$ cat config.mk
export PLATFORM = sky130hd
export DESIGN_NAME = lsu_mem_adapter_flat
export DESIGN_NICKNAME = d
export VERILOG_FILES = /design/src/rtl/lsu_mem_adapter_if.sv /design/src/rtl/lsu_mem_adapter.sv /design/src/flat_wrapper.sv
export SDC_FILE = /design/constraint.sdc
export NUM_CORES = 1
export LEC_CHECK = 0
export BUFFER_PORTS_ARGS = -buffer_cell sky130_fd_sc_hd__buf_2
export CAP_MARGIN = 20
export CELL_PAD_IN_SITES_DETAIL_PLACEMENT = 1
export CELL_PAD_IN_SITES_GLOBAL_PLACEMENT = 1
export CORE_ASPECT_RATIO = 0.8
export CORE_MARGIN = 5
export CORE_UTILIZATION = 39
export CTS_BUF_LIST = sky130_fd_sc_hd__clkbuf_8 sky130_fd_sc_hd__clkbuf_16
export CTS_CLUSTER_DIAMETER = 150
export DETAILED_ROUTE_END_ITERATION = 16
export PLACE_DENSITY = 0.95
export SETUP_SLACK_MARGIN = 0.1
export SYNTH_ARGS = -nofsm -noshare
export SYNTH_HDL_FRONTEND = slang
export SYNTH_SLANG_ARGS = --single-unit
$ cat constraint.sdc
create_clock -name clk -period 5.5 [get_ports clk]
set_clock_uncertainty 0.05 [all_clocks]
set_input_delay 0 -clock clk [delete_from_list [all_inputs] [get_ports clk]]
set_output_delay 0 -clock clk [all_outputs]
set_load 0.01 [all_outputs]
$ cat src/rtl/lsu_mem_adapter_if.sv
// ---------------------------------------------------------------------------
// lsu_mem_adapter_if
// Bundles the three channels around the load/store adapter:
//   request  : i_req_valid / o_req_ready / i_req_we / i_req_funct3 /
//              i_req_addr / i_req_wdata              (core -> adapter)
//   response : o_rsp_valid / i_rsp_ready / o_rsp_rdata / o_rsp_err
//                                                     (adapter -> core)
//   memory   : o_mem_addr / o_mem_wr_data / o_mem_wr_en / o_mem_rd_en /
//              i_mem_rd_data                          (adapter <-> memory)
// The i_/o_ prefixes are from the adapter's point of view.
// modport slave  : the adapter itself.
// modport master : whoever surrounds it (core plus memory, or a testbench).
// ---------------------------------------------------------------------------
interface lsu_mem_adapter_if;
    logic        i_req_valid;
    logic        o_req_ready;
    logic        i_req_we;
    logic [2:0]  i_req_funct3;
    logic [31:0] i_req_addr;
    logic [31:0] i_req_wdata;

    logic        o_rsp_valid;
    logic        i_rsp_ready;
    logic [31:0] o_rsp_rdata;
    logic        o_rsp_err;

    logic [31:0] o_mem_addr;
    logic [31:0] o_mem_wr_data;
    logic [3:0]  o_mem_wr_en;
    logic        o_mem_rd_en;
    logic [31:0] i_mem_rd_data;

    modport slave (
        input  i_req_valid, i_req_we, i_req_funct3, i_req_addr, i_req_wdata,
        output o_req_ready,
        output o_rsp_valid, o_rsp_rdata, o_rsp_err,
        input  i_rsp_ready,
        output o_mem_addr, o_mem_wr_data, o_mem_wr_en, o_mem_rd_en,
        input  i_mem_rd_data
    );

    modport master (
        output i_req_valid, i_req_we, i_req_funct3, i_req_addr, i_req_wdata,
        input  o_req_ready,
        input  o_rsp_valid, o_rsp_rdata, o_rsp_err,
        output i_rsp_ready,
        input  o_mem_addr, o_mem_wr_data, o_mem_wr_en, o_mem_rd_en,
        output i_mem_rd_data
    );
endinterface

$ cat src/rtl/lsu_mem_adapter.sv
// ---------------------------------------------------------------------------
// lsu_mem_adapter
// Load/store adapter between the core's data-access request channel and a
// single-ported word-wide data memory. One transaction is held at a time:
//   legal load  : accept -> rd_en pulse -> capture data -> response  (3 cycles)
//   legal store : accept -> wr_en pulse -> acknowledge               (2 cycles)
//   error       : accept -> error response, no memory access         (1 cycle)
//
// Ports:
//   clk    : clock
//   rst_n  : asynchronous reset, active low
//   bus    : lsu_mem_adapter_if.slave (request, response and memory channels)
//   o_stat_loads / o_stat_stores / o_stat_errs (32 bit, optional): handshake
//            counters, present only when LSU_ADAPTER_STATS_EN is defined.
//
// Parameter:
//   RD_BYTE_SWAP : 1 = memory returns the byte at word offset 0 in [31:24],
//                  so the read word is byte-reversed before lane selection.
//
// Optional build macro: LSU_ADAPTER_STATS_EN
// ---------------------------------------------------------------------------
module lsu_mem_adapter #(
    parameter int RD_BYTE_SWAP = 1
) (
    input  logic                  clk,
    input  logic                  rst_n,
    lsu_mem_adapter_if.slave      bus
`ifdef LSU_ADAPTER_STATS_EN
    ,
    output logic [31:0]           o_stat_loads,
    output logic [31:0]           o_stat_stores,
    output logic [31:0]           o_stat_errs
`endif
);

    typedef enum logic [1:0] {
        IDLE    = 2'd0,
        ISSUE   = 2'd1,
        RD_WAIT = 2'd2,
        RESP    = 2'd3
    } state_t;

    state_t      state;

    // Request fields needed after acceptance.
    logic        cap_we;
    logic [2:0]  cap_funct3;
    logic [1:0]  cap_off;

    logic        req_err;
    logic [3:0]  store_en;
    logic [31:0] store_data;

    logic [31:0] rd_word;
    logic [7:0]  sel_byte;
    logic [15:0] sel_half;
    logic [31:0] load_result;

    // Request decode: illegal widths and misaligned halfword/word accesses.
    always_comb begin
        req_err = 1'b0;
        if (bus.i_req_we) begin
            case (bus.i_req_funct3)
                3'd0:    req_err = 1'b0;
                3'd1:    req_err = bus.i_req_addr[0];
                3'd2:    req_err = (bus.i_req_addr[1:0] != 2'b00);
                default: req_err = 1'b1;
            endcase
        end else begin
            case (bus.i_req_funct3)
                3'd0, 3'd4: req_err = 1'b0;
                3'd1, 3'd5: req_err = bus.i_req_addr[0];
                3'd2:       req_err = (bus.i_req_addr[1:0] != 2'b00);
                default:    req_err = 1'b1;
            endcase
        end
    end

    // Store lane enables, with the data replicated across lanes so the
    // enabled lane always carries the right byte or halfword.
    always_comb begin
        store_en   = 4'b0000;
        store_data = bus.i_req_wdata;
        case (bus.i_req_funct3)
            3'd0: begin
                store_en   = 4'b0001 << bus.i_req_addr[1:0];
                store_data = {4{bus.i_req_wdata[7:0]}};
            end
            3'd1: begin
                store_en   = bus.i_req_addr[1] ? 4'b1100 : 4'b0011;
                store_data = {2{bus.i_req_wdata[15:0]}};
            end
            default: begin
                store_en   = 4'b1111;
                store_data = bus.i_req_wdata;
            end
        endcase
    end

    // Load path: normalise byte order, pick the lane by the captured
    // offset, then sign- or zero-extend according to the captured width.
    always_comb begin
        rd_word = bus.i_mem_rd_data;
        if (RD_BYTE_SWAP != 0) begin
            rd_word = {bus.i_mem_rd_data[7:0],   bus.i_mem_rd_data[15:8],
                       bus.i_mem_rd_data[23:16], bus.i_mem_rd_data[31:24]};
        end

        case (cap_off)
            2'd0:    sel_byte = rd_word[7:0];
            2'd1:    sel_byte = rd_word[15:8];
            2'd2:    sel_byte = rd_word[23:16];
            default: sel_byte = rd_word[31:24];
        endcase
        sel_half = cap_off[1] ? rd_word[31:16] : rd_word[15:0];

        case (cap_funct3)
            3'd0:    load_result = {{24{sel_byte[7]}}, sel_byte};
            3'd1:    load_result = {{16{sel_half[15]}}, sel_half};
            3'd2:    load_result = rd_word;
            3'd4:    load_result = {24'd0, sel_byte};
            3'd5:    load_result = {16'd0, sel_half};
            default: load_result = 32'd0;
        endcase
    end

    // Transaction FSM. Memory strobes default low every cycle so they can
    // only ever be a single-cycle pulse out of the accepting IDLE edge.
    // o_req_ready is re-armed every IDLE cycle, which leaves it low for the
    // first cycle after reset and high once the FSM is settled in IDLE.
    always_ff @(posedge clk or negedge rst_n) begin
        if (!rst_n) begin
            state             <= IDLE;
            cap_we            <= 1'b0;
            cap_funct3        <= 3'd0;
            cap_off           <= 2'd0;
            bus.o_req_ready   <= 1'b0;
            bus.o_rsp_valid   <= 1'b0;
            bus.o_rsp_rdata   <= 32'd0;
            bus.o_rsp_err     <= 1'b0;
            bus.o_mem_addr    <= 32'd0;
            bus.o_mem_wr_data <= 32'd0;
            bus.o_mem_wr_en   <= 4'd0;
            bus.o_mem_rd_en   <= 1'b0;
        end else begin
            bus.o_mem_wr_en <= 4'd0;
            bus.o_mem_rd_en <= 1'b0;
            case (state)
                IDLE: begin
                    bus.o_req_ready <= 1'b1;
                    if (bus.i_req_valid && bus.o_req_ready) begin
                        bus.o_req_ready <= 1'b0;
                        cap_we          <= bus.i_req_we;
                        cap_funct3      <= bus.i_req_funct3;
                        cap_off         <= bus.i_req_addr[1:0];
                        if (req_err) begin
                            state           <= RESP;
                            bus.o_rsp_valid <= 1'b1;
                            bus.o_rsp_err   <= 1'b1;
                            bus.o_rsp_rdata <= 32'd0;
                        end else begin
                            state          <= ISSUE;
                            bus.o_mem_addr <= {bus.i_req_addr[31:2], 2'b00};
                            if (bus.i_req_we) begin
                                bus.o_mem_wr_en   <= store_en;
                                bus.o_mem_wr_data <= store_data;
                            end else begin
                                bus.o_mem_rd_en <= 1'b1;
                            end
                        end
                    end
                end
                ISSUE: begin
                    if (cap_we) begin
                        state           <= RESP;
                        bus.o_rsp_valid <= 1'b1;
                        bus.o_rsp_err   <= 1'b0;
                        bus.o_rsp_rdata <= 32'd0;
                    end else begin
                        state <= RD_WAIT;
                    end
                end
                RD_WAIT: begin
                    state           <= RESP;
                    bus.o_rsp_valid <= 1'b1;
                    bus.o_rsp_err   <= 1'b0;
                    bus.o_rsp_rdata <= load_result;
                end
                RESP: begin
                    if (bus.i_rsp_ready) begin
                        state           <= IDLE;
                        bus.o_rsp_valid <= 1'b0;
                        bus.o_rsp_err   <= 1'b0;
                        bus.o_rsp_rdata <= 32'd0;
                        bus.o_req_ready <= 1'b1;
                    end
                end
                default: state <= IDLE;
            endcase
        end
    end

`ifdef LSU_ADAPTER_STATS_EN
    // Handshake counters; an error response counts only as an error even
    // though the captured request was a load or a store.
    always_ff @(posedge clk or negedge rst_n) begin
        if (!rst_n) begin
            o_stat_loads  <= 32'd0;
            o_stat_stores <= 32'd0;
            o_stat_errs   <= 32'd0;
        end else if (bus.o_rsp_valid && bus.i_rsp_ready) begin
            if (bus.o_rsp_err) begin
                o_stat_errs <= o_stat_errs + 32'd1;
            end else if (cap_we) begin
                o_stat_stores <= o_stat_stores + 32'd1;
            end else begin
                o_stat_loads <= o_stat_loads + 32'd1;
            end
        end
    end
`endif

endmodule

$ cat src/flat_wrapper.sv
// flat-port wrapper written by rule: the top's interface ports become plain ports
module lsu_mem_adapter_flat 
#(
    parameter int RD_BYTE_SWAP = 1
)
  (clk, rst_n, bus_i_req_valid, bus_i_req_we, bus_i_req_funct3, bus_i_req_addr, bus_i_req_wdata, bus_o_req_ready, bus_o_rsp_valid, bus_o_rsp_rdata, bus_o_rsp_err, bus_i_rsp_ready, bus_o_mem_addr, bus_o_mem_wr_data, bus_o_mem_wr_en, bus_o_mem_rd_en, bus_i_mem_rd_data);
  lsu_mem_adapter_if bus_i ();
  input  logic clk;
  input  logic rst_n;
  input wire logic [$bits(bus_i.i_req_valid)-1:0] bus_i_req_valid;
  input wire logic [$bits(bus_i.i_req_we)-1:0] bus_i_req_we;
  input wire logic [$bits(bus_i.i_req_funct3)-1:0] bus_i_req_funct3;
  input wire logic [$bits(bus_i.i_req_addr)-1:0] bus_i_req_addr;
  input wire logic [$bits(bus_i.i_req_wdata)-1:0] bus_i_req_wdata;
  output wire logic [$bits(bus_i.o_req_ready)-1:0] bus_o_req_ready;
  output wire logic [$bits(bus_i.o_rsp_valid)-1:0] bus_o_rsp_valid;
  output wire logic [$bits(bus_i.o_rsp_rdata)-1:0] bus_o_rsp_rdata;
  output wire logic [$bits(bus_i.o_rsp_err)-1:0] bus_o_rsp_err;
  input wire logic [$bits(bus_i.i_rsp_ready)-1:0] bus_i_rsp_ready;
  output wire logic [$bits(bus_i.o_mem_addr)-1:0] bus_o_mem_addr;
  output wire logic [$bits(bus_i.o_mem_wr_data)-1:0] bus_o_mem_wr_data;
  output wire logic [$bits(bus_i.o_mem_wr_en)-1:0] bus_o_mem_wr_en;
  output wire logic [$bits(bus_i.o_mem_rd_en)-1:0] bus_o_mem_rd_en;
  input wire logic [$bits(bus_i.i_mem_rd_data)-1:0] bus_i_mem_rd_data;
  assign bus_i.i_req_valid = bus_i_req_valid;
  assign bus_i.i_req_we = bus_i_req_we;
  assign bus_i.i_req_funct3 = bus_i_req_funct3;
  assign bus_i.i_req_addr = bus_i_req_addr;
  assign bus_i.i_req_wdata = bus_i_req_wdata;
  assign bus_o_req_ready = bus_i.o_req_ready;
  assign bus_o_rsp_valid = bus_i.o_rsp_valid;
  assign bus_o_rsp_rdata = bus_i.o_rsp_rdata;
  assign bus_o_rsp_err = bus_i.o_rsp_err;
  assign bus_i.i_rsp_ready = bus_i_rsp_ready;
  assign bus_o_mem_addr = bus_i.o_mem_addr;
  assign bus_o_mem_wr_data = bus_i.o_mem_wr_data;
  assign bus_o_mem_wr_en = bus_i.o_mem_wr_en;
  assign bus_o_mem_rd_en = bus_i.o_mem_rd_en;
  assign bus_i.i_mem_rd_data = bus_i_mem_rd_data;
  lsu_mem_adapter #(.RD_BYTE_SWAP(RD_BYTE_SWAP)) u_core (.clk(clk), .rst_n(rst_n), .bus(bus_i));
endmodule
==> summary.md, run 1 <==
| Metric | Value |
|---|---|
| Layout overhead on the synthesized area | `47.5%` |
| Setup repair after global routing missed its margin | `no` |
| Post-CTS repair timing setup buffer count | `0` |
| Leading cell types by total area after synthesis | `sky130_fd_sc_hd__dfrtp_1, sky130_fd_sc_hd__mux2_2, sky130_fd_sc_hd__nand2_1, sky130_fd_sc_hd__mux2i_1, sky130_fd_sc_hd__o21ai_0` |
| Wire length of the first global-routing pass | `33000 µm` |
| VDD IR-drop max | `0.000230 V` |
| Area of all placed cells without fillers | `7660 µm²` |
| Data required, critical path | `5.65 ns` |
| Synth Instances | `475` |
| Switching component of the power | `1.49 mW` |
| Final setup margin | `3.06 ns` |
| Total routed wirelength | `20900 µm` |
| Worst setup EP type | `register` |
| Number of fillers in the final layout | `1445` |
| Violation count after the first detailed-routing iteration | `253` |
| Final Wtd Congestion | `0.873` |
| Cell internal power dissipation | `2.20 mW` |
| Average wire length per cell after detail routing | `22.1 µm` |
| Flip-flop cell with the highest count after synthesis | `sky130_fd_sc_hd__dfrtp_1` |
| Worst Setup Path Type | `primary input to register` |
| Clock power frac | `18.4%` |
| Setup Viol. Count Final | `0` |
| Synthesis-stage register bit count | `110` |
| Final-stage net count | `870` |
| Maximum fanout encountered on the critical timing path | `8` |
| Count of warnings emitted by yosys | `0` |
| Seq/Total Area, Yosys | `53.0%` |
| Fin. max-slew vios | `0` |
| Final total negative setup slack | `0 ns` |
| Placed wire-length estimate after detailed placement | `12900 µm` |
| Largest net degree at the start of global routing | `61` |
| Initial antenna violation count | `3` |
| Overall die width | `139 µm` |
| Combinational family with the most area after synthesis | `compound AO/OA/AOI/OAI gates` |
| Clock tree from TritonCTS | `done` |
| Post-detailed-route DRC marker count | `0` |
| Layout cells sized above 1 | `36.6%` |
| Crit start category | `primary input` |
| Vias post-DR | `5115` |
| FF/Latch Area | `2750 µm²` |
| Cell types with the highest counts after synthesis | `sky130_fd_sc_hd__dfrtp_1, sky130_fd_sc_hd__nand2_1, sky130_fd_sc_hd__mux2_2` |
| I/O Pins | `208` |
| Max_slew headroom | `29.7%` |
| Vertical die dimension | `113 µm` |
| Mapped Avg Cell Area | `10.9 µm²` |
| Combinational fraction of design power | `44.2%` |
| Worst setup slack after placement | `3.10 ns` |
| Number of max-capacitance violations reported | `0` |
| Global-route usage over all layers | `26.7%` |
| Post-synth EDFFs | `0` |
| Simple-gate share of the synthesized area | `9.90%` |
| Class of the tightest hold or removal check | `primary input to register` |
| Detail Route Antenna Nets | `0` |
| Hold Violations, Final | `0` |
| Static Leak | `3.78 nW` |
| CP arrival | `2.59 ns` |
| Max Fclk | `0.410 GHz` |
| Total of buffers placed on input and output ports | `205` |
| Count of unique library cells instantiated by Yosys | `45` |
| Post-synth top area share | `53.0%` |
| Portion of total power attributed to sequential cells | `37.4%` |
| Async S/R FF share, synth | `100%` |
| Area after detailed placement | `6320 µm²` |
| Most repeated cell in the gate-level netlist after synthesis | `sky130_fd_sc_hd__dfrtp_1` |
| Max clock buf depth | `2` |
| Vias per cell | `5.41` |
| Effective utilization at floorplan | `40.1%` |
| Adder-cell share of the synthesized area | `0.963%` |
| H-tree Lvls | `3` |
| Clock Root Buffer | `sky130_fd_sc_hd__clkbuf_16` |
| Standard cell core area | `13000 µm²` |
| Synthesized-area fraction occupied by xor and xnor cells | `0%` |
| Clock transition at the registers of the reported paths | `0.07 ns` |
| Transition at the pin with the smallest max-transition slack | `1.05 ns` |
| Multi-input gate area in the final layout | `2240 µm²` |
| Switching Fraction | `40.3%` |
| Mux contribution to synthesized area | `15.0%` |
| Number of core rows | `37` |
| Synth Cell Area | `5190 µm²` |
| Post-layout total power | `3.69 mW` |
| Power density relative to cell area | `481 nW/µm²` |
| Number of CTS-inserted buffers | `9` |
| Total gr overflow | `0` |
| First-pass detailed-route iteration total | `4` |
| Clk Latency, worst-skew pair | `0.34 ns` |
| Min Tclk post-route | `2.44 ns` |
| Cell taking the most area after synthesis | `sky130_fd_sc_hd__dfrtp_1` |
| Vias in the first global route | `5806` |
| Post-route clock period utilization | `44.3%` |
| WHS | `0.0649 ns` |
| Synth Area in Compound Gates | `16.6%` |
| Count of clock tree sinks | `110` |
| Die ar. | `15700 µm²` |
| Run status | `complete, no violations` |
[path summary, 6_finish.rpt]
kind	cells after the start	startpoint	slack (ns)	endpoint
hold reg to reg	1	u_core.bus.o_rsp_rdata[3]	0.44	u_core.bus.o_rsp_rdata[3]
max in group asynchronous	3	rst_n	4.01	u_core.bus.o_rsp_rdata[20]
setup / recovery	6	bus_i_req_funct3[1]	3.06	u_core.bus.o_mem_wr_data[11]
hold / removal	3	bus_i_req_funct3[2]	0.06	u_core.cap_funct3[2]
setup reg to reg	6	u_core.state[1]	3.07	u_core.bus.o_rsp_rdata[29]
min in group asynchronous	2	rst_n	0.19	u_core.bus.o_mem_addr[31]
[final cells by class]
type                    instances  area share (%)
inverters                       8           0.392
repair buffers                313            27.5
multi-input cells             320            29.3
diodes                          3          0.0979
clock inverters                 5           0.735
clock buffers                  11            3.30
well taps                     175            2.86
flip-flops and latches        110            35.9
[routing by layer]
layer	vias to the layer above	global-route usage, %	wire [µm]
li1	2267	-	-
met1	2562	31.1	8120
met2	225	46.4	10500
met3	61	7.35	1460
met4	0	12.0	840
met5	-	0	0
[critical path, cell delays in order]
cell and delay [ns]:
sky130_fd_sc_hd__dlygate4sd3_1 0.58, sky130_fd_sc_hd__buf_2 0.19, sky130_fd_sc_hd__nor3_2 0.86, sky130_fd_sc_hd__mux2i_1 0.26
sky130_fd_sc_hd__dlygate4sd3_1 0.60, sky130_fd_sc_hd__o21ai_0 0.10
[sequential cells by signal, indices dropped and copies added (netlist names), 2 cells and up]
name and flops:
u_core.bus.o_mem_wr_en 4, u_core.bus.o_mem_addr 30, u_core.cap_off 2, u_core.cap_funct3 3
u_core.bus.o_mem_wr_data 32, u_core.state 2, u_core.bus.o_rsp_rdata 32
[kinds of logic (layout without fill, tap and decap cells)]
group,count (synthesis),after routing
AO/OA/AOI/OAI,132,132
flip-flops,110,110
adder cells (fa/ha/maj),4,4
other,1,5
multiplexers,71,71
AND/OR/NAND/NOR,111,111
buffers and inverters,46,337
[metrics by stage]
| stage | util [%] | instances |
|---|---|---|
| floorplan | - | 476 |
| detailed placement | 48.7 | 823 |
| global placement | 48.6 | 822 |
| finish | 59.1 | 945 |
| CTS | 59.1 | 942 |
| global route | 59.1 | 945 |
[power groups by stage]
stage	sequential [mW]	clock (mW)	combinational [mW]
floorplan	1.44	0	0.856
global placement	1.34	0	1.44
detailed placement	1.37	0	1.53
CTS	1.36	0.693	1.59
global route	1.42	0.723	1.76
finish	1.38	0.679	1.63
[repair_timing]
item,in CTS,in global routing
hold buffers,103,0
endpoints found under the hold margin,160,0
endpoints found under the setup margin,0,0
gates resized for setup,0,0
[cell usage in the layout (no fill, tap or decap), drive strengths merged, types with 3 or more instances in the layout]
master / netlist / routed
ha: 4 / 4
inv: 8 / 10
o2bb2ai: 16 / 16
a21oi: 31 / 31
clkbuf: 16 / 11
a21o: 4 / 4
mux2i: 26 / 26
mux2: 44 / 44
nor2: 6 / 6
nand3: 8 / 8
a221oi: 10 / 10
nand2: 75 / 75
nor3: 3 / 3
diode: 0 / 3
o21ai: 43 / 43
nand2b: 8 / 8
a31oi: 16 / 16
nor2b: 3 / 3
dlygate4sd3: 0 / 103
dfrtp: 110 / 110
a22oi: 7 / 7
buf: 22 / 210
No activity file was read; power rests on OpenSTA's default activity.
==> inputs of run 2 (changes only) <==
CORE_UTILIZATION = 37   (was 39)
PLACE_DENSITY = 0.91   (was 0.95)
clock period = 2.3 ns   (was 5.5 ns; I/O delays follow)
==> summary.md, run 2 (synthesis gave the netlist of run 1 again) <==
| Metric | Value |
|---|---|
| Largest regs | `u_core.bus.o_mem_wr_data x32, u_core.bus.o_rsp_rdata x32, u_core.bus.o_mem_addr x30 (unchanged)` |
| Average wire length per cell after detail routing | `21.5 µm (was 22.1 µm)` |
| Largest net degree at the start of global routing | `111 (was 61)` |
| Vertical die dimension | `116 µm (was 113 µm)` |
| Clock Root Buffer | `sky130_fd_sc_hd__clkbuf_16 (unchanged)` |
| Commonest non-fill, non-tap cell in the layout | `sky130_fd_sc_hd__buf_2 (unchanged)` |
| Number of fillers in the final layout | `1488 (was 1445)` |
| Min Tclk post-route | `2.07 ns` |
| Maximum fanout encountered on the critical timing path | `60 (was 8)` |
| Violation count after the first detailed-routing iteration | `198 (was 253)` |
| I/O Pins | `208 (unchanged)` |
| Final Wtd Congestion | `0.930 (was 0.873)` |
| Clock tree from TritonCTS | `done (unchanged)` |
| Number of max-capacitance violations reported | `0 (unchanged)` |
| Clock transition at the registers of the reported paths | `0.07 ns (about the same)` |
| Fin. max-slew vios | `0 (unchanged)` |
| VDD IR-drop max | `0.000501 V (was 0.000230 V)` |
| Static Leak | `3.79 nW (was 3.78 nW)` |
| Die ar. | `16500 µm² (was 15700 µm²)` |
| Wire length of the first global-routing pass | `31900 µm (was 33000 µm)` |
| Layout cells sized above 1 | `37.1% (was 36.6%)` |
| Post-route clock period utilization | `90.0%` |
| Hold Crit Endpoint | `u_core.cap_funct3[2] (unchanged)` |
| Layout overhead on the synthesized area | `48.0% (was 47.5%)` |
| Setup Viol. Count Final | `0 (unchanged)` |
| Data required, critical path | `2.48 ns (was 5.65 ns)` |
| Vias post-DR | `5049 (was 5115)` |
| Origin of the worst min-delay path | `bus_i_req_funct3[2] (unchanged)` |
| Multi-input gate area in the final layout | `2250 µm² (was 2240 µm²)` |
| Max clock buf depth | `2 (unchanged)` |
| Endpoint of the worst register-to-register path | `u_core.bus.o_mem_wr_data[4] (was u_core.bus.o_rsp_rdata[29])` |
| Post-detailed-route DRC marker count | `0 (unchanged)` |
| Final standard cell count with taps included and fillers excluded | `948 (was 945)` |
| Hold Violations, Final | `0 (unchanged)` |
| Vias in the first global route | `5711 (was 5806)` |
| Global-route usage over all layers | `25.0% (was 26.7%)` |
| Number of cells traversed by the worst hold path | `3 (unchanged)` |
| First-pass detailed-route iteration total | `5 (was 4)` |
| Final antenna diode count | `0 (was 3)` |
| Final-stage net count | `873 (was 870)` |
| Number of cell instances on the worst register-to-register path | `6 (unchanged)` |
| Max Fclk | `0.483 GHz` |
| Post-CTS repair timing setup buffer count | `0 (unchanged)` |
| Final total negative setup slack | `0 ns (unchanged)` |
| Crit start category | `register (was primary input)` |
| Placed wire-length estimate after detailed placement | `12900 µm (about the same)` |
| Number of CTS-inserted buffers | `9 (unchanged)` |
| Top library cells by usage in the layout, fill and taps aside | `sky130_fd_sc_hd__buf_2, sky130_fd_sc_hd__dfrtp_1, sky130_fd_sc_hd__dlygate4sd3_1, sky130_fd_sc_hd__nand2_1, sky130_fd_sc_hd__mux2_2 (unchanged)` |
| Overall die width | `142 µm (was 139 µm)` |
| Reg2Reg Setup Slack | `0.23 ns (was 3.07 ns)` |
| FF/Latch Area | `2750 µm² (unchanged)` |
| Total routed wirelength | `20400 µm (was 20900 µm)` |
| Standard cell core area | `13600 µm² (was 13000 µm²)` |
| Number of core rows | `38 (was 37)` |
| CP arrival | `2.25 ns (was 2.59 ns)` |
| Reg-to-Reg Start | `u_core.state[1] (unchanged)` |
| Effective utilization at floorplan | `38.1% (was 40.1%)` |
| Cell total after placement | `834 (was 823)` |
| Max_slew headroom | `56.8% (was 29.7%)` |
| Count of clock tree sinks | `110 (unchanged)` |
| Total gr overflow | `0 (unchanged)` |
| Initial antenna violation count | `0 (was 3)` |
| Clk Latency, worst-skew pair | `0.35 ns (was 0.34 ns)` |
| Transition at the pin with the smallest max-transition slack | `0.645 ns (was 1.05 ns)` |
| Worst Setup Path Type | `register to register (was primary input to register)` |
| Run status | `complete, no violations (unchanged)` |
| Vias per cell | `5.33 (was 5.41)` |
| Class of the tightest hold or removal check | `primary input to register (unchanged)` |
| Setup repair after global routing missed its margin | `no (unchanged)` |
| Worst setup EP type | `register (unchanged)` |
| Detail Route Antenna Nets | `0 (unchanged)` |
| Power density relative to cell area | `1150 nW/µm² (was 481 nW/µm²)` |
| Total of buffers placed on input and output ports | `205 (unchanged)` |
| H-tree Lvls | `3 (unchanged)` |
run 2: cell count changes in the layout (fill, tap and decap cells not counted), sizes merged:
cell / change
dlygate4sd3: -3
diode: -3
clkinv: -2
buf: +6
run 2: layout make-up:
| type | instances | share of cell area, % |
|---|---|---|
| inverters | 8 | 0.390 |
| well taps | 180 | 2.93 |
| clock inverters | 3 | 0.488 |
| multi-input cells | 320 | 29.3 |
| repair buffers | 316 | 27.8 |
| flip-flops and latches | 110 | 35.8 |
| clock buffers | 11 | 3.29 |
run 2: timing repair:
item / CTS / global route
gates cloned: 0 / 0
gates resized for setup: 1 / 3
endpoints found under the hold margin: 213 / 0
hold buffers: 100 / 0
endpoints found under the setup margin: 3 / 76
pin swaps: 0 / 0
run 2: worst max path at each step:
stage	slack, ns	start	endpoint	cells past startpoint
2_1_floorplan	0.40	u_core.state[0]	u_core.bus.o_mem_wr_data[0]	7
3_3_place_gp	0.29	u_core.state[0]	u_core.bus.o_mem_wr_data[0]	6
3_5_place_dp	0.06	u_core.state[1]	u_core.bus.o_rsp_rdata[11]	6
4_1_cts	0.16	u_core.state[1]	u_core.bus.o_mem_wr_data[3]	6
5_1_grt	0.15	u_core.state[1]	u_core.bus.o_mem_wr_data[4]	6
6_report	0.23	u_core.state[1]	u_core.bus.o_mem_wr_data[4]	6
run 2: metrics by stage:
step / total power, mW / area [µm²] / setup WS, ns / hold WS (ns) / utilization (%)
final: 8.86 / 7690 / 0.229 / 0.0323 / 56.4
after global routing: 9.41 / 7690 / 0.147 / 0.0454 / 56.4
after CTS: 8.75 / 7680 / 0.157 / 0.0189 / 56.3
after detailed placement: 6.98 / 6380 / 0.0628 / 0.0823 / 46.7
after global placement: 6.70 / 6380 / 0.292 / 0.0653 / 46.7
after floorplan: 5.50 / 5200 / 0.396 / -0.346 / -
run 2: critical path, stage by stage, from the launching register on:
cell                        delay [ns]
sky130_fd_sc_hd__dfrtp_1          0.43
sky130_fd_sc_hd__inv_1            0.14
sky130_fd_sc_hd__ha_2             0.31
sky130_fd_sc_hd__and3_1           0.31
sky130_fd_sc_hd__o2111ai_4        0.16
sky130_fd_sc_hd__buf_12           0.22
sky130_fd_sc_hd__mux2_2           0.31
run 2: per-layer routing:
metal / up-vias / wire, µm / track usage [%]
li1: 2264 / - / -
met1: 2534 / 7870 / 27.7
met2: 218 / 10500 / 46.7
met3: 33 / 1590 / 7.96
met4: 0 / 442 / 6.08
met5: - / 0 / 0
run 2: where the power goes:
part,internal [mW],switching (mW)
Combinational,1.72,2.33
Clock,0.886,0.687
Sequential,2.71,0.524
==> inputs of run 3 (changes only) <==
PLACE_DENSITY = default   (was 0.91)
PLACE_DENSITY_LB_ADDON = 0.1   (was default)
==> summary.md, run 3 (synthesis gave the netlist of run 1 again) <==
| Metric | Value |
|---|---|
| Worst setup EP type | `register (unchanged)` |
| Switching component of the power | `3.44 mW (was 3.55 mW)` |
| Clock power frac | `18.8% (was 17.8%)` |
| Total routed wirelength | `18500 µm (was 20400 µm)` |
| Vias post-DR | `4896 (was 5049)` |
| First-pass detailed-route iteration total | `4 (was 5)` |
| Class of the tightest hold or removal check | `primary input to register (unchanged)` |
| Total of buffers placed on input and output ports | `205 (unchanged)` |
| Violation count after the first detailed-routing iteration | `330 (was 198)` |
| Reg2Reg Setup Slack | `0.27 ns (was 0.23 ns)` |
| Cell internal power dissipation | `5.43 mW (was 5.32 mW)` |
| Multi-input gate area in the final layout | `2260 µm² (was 2250 µm²)` |
| Area after detailed placement | `6410 µm² (was 6380 µm²)` |
| Total gr overflow | `0 (unchanged)` |
| Wire length of the first global-routing pass | `29200 µm (was 31900 µm)` |
| CP arrival | `2.22 ns (was 2.25 ns)` |
| Fin. max-slew vios | `0 (unchanged)` |
| Clock Root Buffer | `sky130_fd_sc_hd__clkbuf_16 (unchanged)` |
| Setup Viol. Count Final | `0 (unchanged)` |
| Combinational fraction of design power | `45.3% (was 45.8%)` |
| Vias per cell | `5.10 (was 5.33)` |
| Static Leak | `3.84 nW (was 3.79 nW)` |
| Post-CTS repair timing setup buffer count | `0 (unchanged)` |
| Initial antenna violation count | `1 (was 0)` |
| Number of fillers in the final layout | `1509 (was 1488)` |
| Reg-to-Reg Start | `u_core.state[1] (unchanged)` |
| Area of all placed cells without fillers | `7820 µm² (was 7690 µm²)` |
| Final setup margin | `0.271 ns (was 0.229 ns)` |
| Clock tree from TritonCTS | `done (unchanged)` |
| Overall die width | `142 µm (unchanged)` |
| Post-detailed-route DRC marker count | `0 (unchanged)` |
| Die ar. | `16500 µm² (unchanged)` |
| Crit start category | `register (unchanged)` |
| Final-stage net count | `881 (was 873)` |
| Placed wire-length estimate after detailed placement | `12400 µm (was 12900 µm)` |
| Vias in the first global route | `5502 (was 5711)` |
| Worst setup slack after placement | `0.0675 ns (was 0.0628 ns)` |
| Effective utilization at floorplan | `38.1% (unchanged)` |
| I/O Pins | `208 (unchanged)` |
| Beginning of the critical path | `u_core.state[1] (unchanged)` |
| Detail Route Antenna Nets | `0 (unchanged)` |
| Commonest non-fill, non-tap cell in the layout | `sky130_fd_sc_hd__buf_2 (unchanged)` |
| Post-route clock period utilization | `88.2% (was 90.0%)` |
| Count of clock tree sinks | `110 (unchanged)` |
| Maximum fanout encountered on the critical timing path | `60 (unchanged)` |
| WHS | `0.0180 ns (was 0.0323 ns)` |
| Power density relative to cell area | `1140 nW/µm² (was 1150 nW/µm²)` |
| Max_slew headroom | `60.5% (was 56.8%)` |
| Hold Violations, Final | `0 (unchanged)` |
| H-tree Lvls | `3 (unchanged)` |
| Standard cell core area | `13600 µm² (unchanged)` |
| Clock transition at the registers of the reported paths | `0.07 ns (about the same)` |
| Largest net degree at the start of global routing | `111 (unchanged)` |
| FF/Latch Area | `2750 µm² (unchanged)` |
| Largest regs | `u_core.bus.o_mem_wr_data x32, u_core.bus.o_rsp_rdata x32, u_core.bus.o_mem_addr x30 (unchanged)` |
| VDD IR-drop max | `0.000499 V (was 0.000501 V)` |
| Setup repair after global routing missed its margin | `no (unchanged)` |
| Number of core rows | `38 (unchanged)` |
| Global-route usage over all layers | `22.7% (was 25.0%)` |
| Final Wtd Congestion | `0.812 (was 0.930)` |
| Average wire length per cell after detail routing | `19.2 µm (was 21.5 µm)` |
| Top library cells by usage in the layout, fill and taps aside | `sky130_fd_sc_hd__buf_2, sky130_fd_sc_hd__dfrtp_1, sky130_fd_sc_hd__dlygate4sd3_1, sky130_fd_sc_hd__nand2_1, sky130_fd_sc_hd__mux2_2 (unchanged)` |
| Core utilization of the finished layout | `57.3% (was 56.4%)` |
| Max clock buf depth | `2 (unchanged)` |
| Switching Fraction | `38.8% (was 40.0%)` |
| Number of CTS-inserted buffers | `9 (unchanged)` |
| Portion of total power attributed to sequential cells | `35.9% (was 36.5%)` |
| Origin of the worst min-delay path | `bus_i_req_funct3[0] (was bus_i_req_funct3[2])` |
| Number of max-capacitance violations reported | `0 (unchanged)` |
| Clk Latency, worst-skew pair | `0.35 ns (about the same)` |
| Layout overhead on the synthesized area | `50.5% (was 48.0%)` |
| Worst Setup Path Type | `register to register (unchanged)` |
| Transition at the pin with the smallest max-transition slack | `0.592 ns (was 0.645 ns)` |
| Run status | `complete, no violations (unchanged)` |
| Vertical die dimension | `116 µm (unchanged)` |
| Max Fclk | `0.493 GHz (was 0.483 GHz)` |
| Final total negative setup slack | `0 ns (unchanged)` |
| Data required, critical path | `2.49 ns (was 2.48 ns)` |
| Layout cells sized above 1 | `37.4% (was 37.1%)` |
| Min Tclk post-route | `2.03 ns (was 2.07 ns)` |
-- run 3: cell types whose count changed in the layout (fill, tap and decap cells not counted), sizes merged --
| cell | previous run | this run |
|---|---|---|
| inv | 10 | 9 |
| clkbuf | 11 | 9 |
| clkinv | 0 | 4 |
| dlygate4sd3 | 100 | 106 |
| bufinv | 1 | 2 |
| buf | 216 | 218 |
| diode | 0 | 2 |
-- run 3: through the flow --
| stage | cells | total power [mW] |
|---|---|---|
| floorplan | 476 | 5.50 |
| global placement | 836 | 6.80 |
| detailed placement | 836 | 6.99 |
| CTS | 958 | 8.88 |
| global route | 959 | 9.50 |
| finish | 960 | 8.87 |
-- run 3: worst max-delay path: stages (launching register included) --
cell and delay, ns:
sky130_fd_sc_hd__dfrtp_1 0.42, sky130_fd_sc_hd__inv_1 0.12, sky130_fd_sc_hd__ha_2 0.31, sky130_fd_sc_hd__and3_1 0.31, sky130_fd_sc_hd__o2111ai_4 0.16, sky130_fd_sc_hd__buf_12 0.21
sky130_fd_sc_hd__mux2_2 0.30
-- run 3: worst paths after layout --
kind	to	depth (start not counted)
worst max-delay path	u_core.bus.o_mem_wr_data[5]	6
worst min-delay path	u_core.cap_funct3[0]	3
worst max register to register	u_core.bus.o_mem_wr_data[5]	6
worst min register to register	u_core.bus.o_mem_wr_data[31]	2
max in group asynchronous	u_core.bus.o_rsp_rdata[0]	3
min in group asynchronous	u_core.bus.o_mem_addr[3]	3
-- run 3: layout make-up --
cell class              instances  area share [%]
clock inverters                 7            1.23
well taps                     180            2.88
multi-input cells             320            28.9
clock buffers                   9            2.88
inverters                       8           0.384
flip-flops and latches        110            35.2
repair buffers                324            28.5
diodes                          2          0.0640
-- run 3: power groups by stage --
stage,sequential (mW),clock [mW],combinational [mW]
6_report,3.18,1.67,4.02
5_1_grt,3.28,1.81,4.42
4_1_cts,3.19,1.72,3.97
3_5_place_dp,3.21,0,3.79
3_3_place_gp,3.16,0,3.64
2_1_floorplan,3.45,0,2.05
-- run 3: repair_timing --
item / CTS / global route
hold endpoints to repair: 213 / 0
hold buffers: 106 / 0
gates resized for setup: 1 / 3
endpoints found under the setup margin: 16 / 41
-- run 3: metal layers --
metal / GRT usage (%) / up-vias / share of wire [%]
met1: 28.8 / 2396 / 42
met4: 7.85 / 0 / 2.2
li1: - / 2289 / -
met2: 38.1 / 175 / 49
met5: 0 / - / 0
met3: 5.49 / 36 / 6.8
